===== config.mk =====
export PLATFORM = sky130hd
export DESIGN_NAME = demux_dispatcher
export DESIGN_NICKNAME = d
export VERILOG_FILES = /design/src/rtl/demux_dispatcher.sv
export SDC_FILE = /design/constraint.sdc
export NUM_CORES = 1
export LEC_CHECK = 0
export CORE_UTILIZATION = 35
export CTS_CLUSTER_DIAMETER = 30
export CTS_CLUSTER_SIZE = 24
export DETAILED_ROUTE_END_ITERATION = 6
export SYNTH_ARGS = -nofsm -noshare
export SYNTH_HDL_FRONTEND = slang
export SYNTH_SLANG_ARGS = --single-unit

===== constraint.sdc =====
create_clock -name clk -period 5.7 [get_ports clk]
set_input_delay 1.14 -clock clk [delete_from_list [all_inputs] [get_ports clk]]
set_output_delay 1.14 -clock clk [all_outputs]
set_load 0.01 [all_outputs]

===== src/rtl/demux_dispatcher.sv =====
// Registered 1:4 stream dispatcher: one holding register feeding four lanes,
// routed round-robin over enabled lanes or by a per-word destination tag.
module demux_dispatcher #(
    parameter int WIDTH = 8,
    parameter int CNTW  = 8
) (
    input  logic             clk,
    input  logic             rst_n,
    input  logic             in_valid,
    output logic             in_ready,
    input  logic [WIDTH-1:0] in_data,
    input  logic [1:0]       in_dest,
    input  logic             mode,
    input  logic [3:0]       lane_en,
    output logic [3:0]       out_valid,
    input  logic [3:0]       out_ready,
    output logic [WIDTH-1:0] out_data,
    output logic [1:0]       lane_sel,
    output logic             busy,
    output logic [CNTW-1:0]  drop_cnt
);

    localparam logic [0:0] EMPTY = 1'b0;
    localparam logic [0:0] FULL  = 1'b1;

    logic [0:0] state;
    logic [1:0] ptr;
    logic [7:0] en_dbl;
    logic [3:0] en_rot;
    logic [1:0] rr_off;
    logic [1:0] rr_lane;
    logic [1:0] pick;
    logic       drain;
    logic       route_ok;
    logic       accept;
    logic       dest_ok;
    logic       load;
    logic       drop;

    // Rotate the enable mask so bit 0 is the lane right after the pointer.
    assign en_dbl = {lane_en, lane_en};
    assign en_rot = en_dbl[({1'b0, ptr} + 3'd1) +: 4];

    always_comb begin
        rr_off = 2'd0;
        if (en_rot[0])      rr_off = 2'd0;
        else if (en_rot[1]) rr_off = 2'd1;
        else if (en_rot[2]) rr_off = 2'd2;
        else if (en_rot[3]) rr_off = 2'd3;
    end

    assign rr_lane  = ptr + 2'd1 + rr_off;
    assign pick     = mode ? in_dest : rr_lane;

    assign drain    = (state == FULL) && out_valid[lane_sel]
                      && out_ready[lane_sel];
    assign route_ok = mode || (lane_en != 4'b0000);
    assign in_ready = ((state == EMPTY) || drain) && route_ok;
    assign accept   = in_valid && in_ready;
    assign dest_ok  = lane_en[in_dest];
    assign load     = accept && (!mode || dest_ok);
    assign drop     = accept && mode && !dest_ok;

    assign busy     = (state == FULL);

    always_ff @(posedge clk or negedge rst_n) begin
        if (!rst_n) begin
            state     <= EMPTY;
            out_valid <= 4'b0000;
            out_data  <= '0;
            lane_sel  <= 2'd0;
        end else begin
            unique case (1'b1)
                load: begin
                    state     <= FULL;
                    out_valid <= 4'b0001 << pick;
                    out_data  <= in_data;
                    lane_sel  <= pick;
                end
                (!load && drain): begin
                    state     <= EMPTY;
                    out_valid <= 4'b0000;
                end
                default: begin
                    state     <= state;
                    out_valid <= out_valid;
                end
            endcase
        end
    end

    always_ff @(posedge clk or negedge rst_n) begin
        if (!rst_n) begin
            ptr <= 2'd3;
        end else if (accept && !mode) begin
            ptr <= rr_lane;
        end
    end

    always_ff @(posedge clk or negedge rst_n) begin
        if (!rst_n) begin
            drop_cnt <= '0;
        end else if (drop && (drop_cnt != {CNTW{1'b1}})) begin
            drop_cnt <= drop_cnt + CNTW'(1);
        end
    end

endmodule


==> results of run 1 <==
-- logic make-up (layout without fill, tap and decap cells) --
family	after synthesis	count (layout)	synth area share
simple gates	46	46	0.172
compound gates	29	29	0.163
xor+xnor	7	7	0.0447
flops	25	25	0.458
fa+ha+maj	2	2	0.0183
buf+inv	8	52	0.0374
mux	11	11	0.107
-- placed cells by master (no fill, tap or decap), types with 2 or more instances in the layout --
master,n
a21oi_1,9
a22oi_1,2
a31oi_1,4
a32o_1,2
and3_1,4
clkbuf_8,3
clkdlybuf4s50_1,45
dfrtp_1,23
dfstp_2,2
ha_1,2
inv_1,3
mux2_2,9
mux4_2,2
nand2_1,9
nand4_1,3
nor2_1,13
nor2b_1,3
nor3_1,5
o211ai_1,4
or2_2,3
xnor2_1,6
-- registers in the layout, summed over array words and instances (netlist names) --
register and count:
busy 1, drop_cnt 8, lane_sel 2, out_data 8
out_valid 4, ptr 2
-- critical path, cell delays in order --
cell	delay [ns]
clkdlybuf4s50_1	0.46
nand2_1	0.05
mux4_2	0.51
and2_4	0.20
a31oi_1	0.13
clkdlybuf4s50_1	0.56
-- power by group --
group          switching, mW  internal, mW
clock                 0.0543        0.0500
combinational          0.182         0.248
sequential            0.0653         0.255
total                  0.302         0.553
-- area by class of cell --
| class | instances | share of cell area |
|---|---|---|
| Sequential cell | 25 | 0.333 |
| Inverter | 3 | 0.00597 |
| Tap cell | 48 | 0.0319 |
| Multi-Input combinational cell | 95 | 0.366 |
| Clock buffer | 4 | 0.0239 |
| Timing Repair Buffer | 45 | 0.239 |
-- through the flow --
step	cell area (um2)	std cells
after global placement	1840	216
final	1890	220
after floorplan	1370	128
after detailed placement	1840	216
after CTS	1890	220
after global routing	1890	220
-- how the worst max path moves through the flow --
| stage | from | cells after the start | slack, ns | endpoint |
|---|---|---|---|---|
| floorplan | out_ready[3] | 4 | 2.47 | in_ready |
| global placement | out_ready[3] | 6 | 1.51 | in_ready |
| detailed placement | out_ready[3] | 6 | 1.50 | in_ready |
| CTS | out_ready[3] | 6 | 1.50 | in_ready |
| global route | out_ready[3] | 6 | 1.43 | in_ready |
| finish | out_ready[3] | 6 | 1.52 | in_ready |
-- layer usage --
| layer | global-route usage | share of wire |
|---|---|---|
| met2 | 0.275 | 0.48 |
| met1 | 0.197 | 0.45 |
| met3 | 0.0458 | 0.065 |
| met4 | 0.0361 | 0 |
| met5 | 0 | 0 |
==> impl_metrics.toml, run 1 <==
[synthesis]
synthArstFlopShare = 1.00
synth_edf_count = 0
seq_area_frac_synth = 0.458
synthFlopType = "dfrtp_1"
yosys.area.top_type_share = 0.420
yosys-top-cells-area = "dfrtp_1, mux2_2, dfstp_2"
synth.most_common_cell = "dfrtp_1"
syn_nets = 152
synthTopCellsByCount = "dfrtp_1, nor2_1, a21oi_1, mux2_2, nand2_1"
synthCells = 128
avgSynthCellArea_um2 = 10.7
netlist_area_um2 = 1370
yosysWarnings = 0
ys_ff_latch = 25
synth_cell_types = 37
yosysTopAreaCell = "dfrtp_1"

[die]
die-area_um2 = 4170
start_util = 0.369
die_h_um = 64.6
die_w_um = 64.6
core_um2 = 3720
rows = 22
boundaryPins = 46

[sta]
clock.fmax_mhz = 239
relSlewSlack = 0.257
post-route-period-util = 0.734
setup_viol_count_final = 0
setup_ws_ns = 1.52
timing.final.crit_period_ns = 4.18
tns_ns = 0
slew_violations = 0
fin_worst_skew_ns = 0.00274
rsz0062_at_grt = "no"
worst_slew_pin_slew_ns = 1.11
fin_hold_ws_ns = 0.509
final_hold_viol_count = 0

[layout]
multi_input_area_um2 = 691
register_area_um2 = 628
drive_gt1_frac = 0.134
nFillCells = 340
nets = 197
antennaDiodeCount = 0
utilization = 0.507
area_delta_synth_final_pct = 37.6

[job]
maxCapViolCount = 0

[route]
wl_um = 3080
drtAntennaViolNets = 0
detail_route.vias_per_cell = 5.19
firstDrtPassIters = 4
num_vias = 1142
wire_per_inst_um = 14.0
route.detailed.drc = 0
drt_iter0_drc = 86

[power_and_ir_drop]
totalPowerFinal_mw = 0.854
vdd_drop_max_v = 0.000194
p_per_area_nw_per_um2 = 453
leakagePower_nw = 0.757

[clocking]
ctsResizeCount = 0
clk_path_buf_depth = 2
clk_pin_slew_ns = 0.08
cts_setup_buffers = 0
ctsHoldBuffers = 0
cts_tree = "done"
clk_latency_ns = 0.26
htree_levels = 1
clockRootBuffer = "clkbuf_8"
clock_sinks = 25
cts_made_buffers = 3

[worst_setup_path]
r2r_slack_ns = 3.10
endpoint_kind = "primary output"
rr_startpoint = "ptr[0]$_DFFE_PN1P_"
worstPathRequired_ns = 4.56
worst-path-max-fanout = 6
ff2ff_path_depth = 10
worstPathArrival_ns = 3.04
cp-start-kind = "input port"
timing.rr.end = "out_valid[1]$_DFFE_PN0P_"
worstSetupPathType = "in2out"

[global_route]
antenna_found_initial = 0
grt_overflow = 0
track_usage = 0.160
grt_pass1_wl_um = 5270
grt_max_degree = 26
grt_pass1_vias = 1202

[hold_path]
hold-path-endpoint = "drop_cnt[6]$_DFFE_PN0P_"
worstHoldStart = "drop_cnt[6]$_DFFE_PN0P_"
hp-class = "reg2reg"
holdPathStages = 1

[placed_design]
dpl.hpwl_um = 2310
port-buffer-count = 45
pre_cts_ws_ns = 1.50
gp_congestion = 0.730

[run_status]
status = "finished clean"
Note: power is estimated with default switching activity, not from simulation.
==> run 2, diff against run 1 <==
Clock period 5.7 ns to 3.9 ns, I/O delays scaled along.
==> run 2 against run 1 <==
  * Flip-flop and latch count did not move
  * First-iteration DRC count fell by 34%
  * Global-route usage fell by 0.18 points
  * Register-to-register slack got worse by 1.8 ns
==> impl_metrics.toml, run 2 (synthesis results as in run 1) <==
[worst_setup_path]
worstPathArrival_ns = 2.68
endpoint_kind = "primary output"
critPathSlowestCell = "clkdlybuf4s50_1"
critPathMaxStageDelay_ns = 0.56
path_buf_inv = 2
timing.critical_path.mode_cell = "clkdlybuf4s50_1"
cp-start-kind = "input port"
worst-path-max-fanout = 6
worstPathRequired_ns = 3.12
path_cells = "clkdlybuf4s50_1, nand2_1, mux4_2, and2_4, a31oi_1, clkdlybuf4s50_1"
crit_family = "buffers and inverters"
worstSetupPathType = "in2out"

[sta]
post-route-period-util = 0.886
worst_slew_pin_slew_ns = 1.11
rsz0062_at_grt = "no"
clock.fmax_mhz = 289
setup_viol_count_final = 0
slew_violations = 0
fin_worst_skew_ns = 0.00744
final_hold_viol_count = 0
relSlewSlack = 0.259
tns_ns = 0
setup_ws_ns = 0.444
timing.final.crit_period_ns = 3.46

[die]
die-area_um2 = 4170
core_um2 = 3720
start_util = 0.369
rows = 22
die_h_um = 64.6
die_w_um = 64.6
boundaryPins = 46

[layout]
reg_top3 = "drop_cnt x8, out_data x8, out_valid x4"
nets = 197
final_area_um2 = 1890
antennaDiodeCount = 0
final_cell_mix = "clkdlybuf4s50_1, dfrtp_1, nor2_1"
final_common_cell = "clkdlybuf4s50_1"
drive_gt1_frac = 0.140
area_delta_synth_final_pct = 37.7

[hold_path]
hp-class = "reg2reg"

[route]
drtAntennaViolNets = 0
drt_iter0_drc = 57
detail_route.vias_per_cell = 5.27
num_vias = 1159
route.detailed.drc = 0
firstDrtPassIters = 4
wire_per_inst_um = 14.0
wl_um = 3080

[placed_design]
gp_congestion = 0.791
port-buffer-count = 45
pre_cts_ws_ns = 0.364
dpl.hpwl_um = 2340
dpl_cell_area_um2 = 1840

[power_and_ir_drop]
p_per_area_nw_per_um2 = 661
leakagePower_nw = 0.760
vdd_drop_max_v = 0.000390

[job]
maxCapViolCount = 0

[clocking]
clk_latency_ns = 0.26
ctsResizeCount = 0
htree_levels = 1
ctsHoldBuffers = 0
cts_made_buffers = 3
clockRootBuffer = "clkbuf_8"
cts_tree = "done"
clk_path_buf_depth = 2
cts_setup_buffers = 0
clock_sinks = 25
clk_pin_slew_ns = 0.08

[global_route]
grt_pass1_wl_um = 5260
grt_pass1_vias = 1202
track_usage = 0.158
grt_max_degree = 26
antenna_found_initial = 0
grt_overflow = 0

[run_status]
status = "finished clean"
-- run 2: routing by layer --
layer  wire [um]  global-route usage
met1        1350               0.193
met2        1490               0.276
met3         233              0.0440
met4           0              0.0333
met5           0                   0
-- run 2: cell type report --
cell class / count / area [um2]
fill: 347 / 1830
tap: 48 / 60.1
multi-input combinational: 95 / 691
clock buffer: 3 / 41.3
clock inverter: 1 / 5.00
inverter: 3 / 11.3
timing repair buffer: 45 / 450
sequential: 25 / 628
-- run 2: through the flow --
stage	hold slack, ns	power, mW	util	std cells
3_3_place_gp	0.490	1.09	0.495	216
5_1_grt	0.533	1.34	0.508	220
2_1_floorplan	0.484	0.815	-	128
3_5_place_dp	0.495	1.10	0.495	216
6_report	0.512	1.25	0.508	220
4_1_cts	0.510	1.26	0.508	220
-- run 2: worst reg2reg max path: stages, from the launching register on --
cell	delay [ns]
dfstp_2	0.62
nand2_1	0.06
nor2_1	0.09
a211oi_1	0.06
a31oi_1	0.16
nor3_1	0.06
ha_1	0.24
or2_2	0.29
a2111o_1	0.35
and2_0	0.25
a32o_1	0.29
-- run 2: report_power, final --
part | leakage [nW] | switching, mW | internal (mW)
combinational | 0.427 | 0.266 | 0.363
sequential | 0.308 | 0.0961 | 0.372
clock | 0.0255 | 0.0780 | 0.0713
total | 0.760 | 0.441 | 0.807
-- run 2: path summary, 6_finish.rpt --
| kind | endpoint | start | slack, ns | depth (start not counted) |
|---|---|---|---|---|
| worst max-delay path | in_ready | out_ready[3] | 0.44 | 6 |
| worst min-delay path | drop_cnt[7]$_DFFE_PN0P_ | drop_cnt[7]$_DFFE_PN0P_ | 0.51 | 1 |
| worst max register to register | out_valid[0]$_DFFE_PN0P_ | ptr[0]$_DFFE_PN1P_ | 1.31 | 10 |
| worst min register to register | drop_cnt[7]$_DFFE_PN0P_ | drop_cnt[7]$_DFFE_PN0P_ | 0.51 | 1 |
| max in group asynchronous | drop_cnt[5]$_DFFE_PN0P_ | rst_n | 2.12 | 1 |
| min in group asynchronous | out_data[3]$_DFFE_PN0P_ | rst_n | 1.11 | 1 |
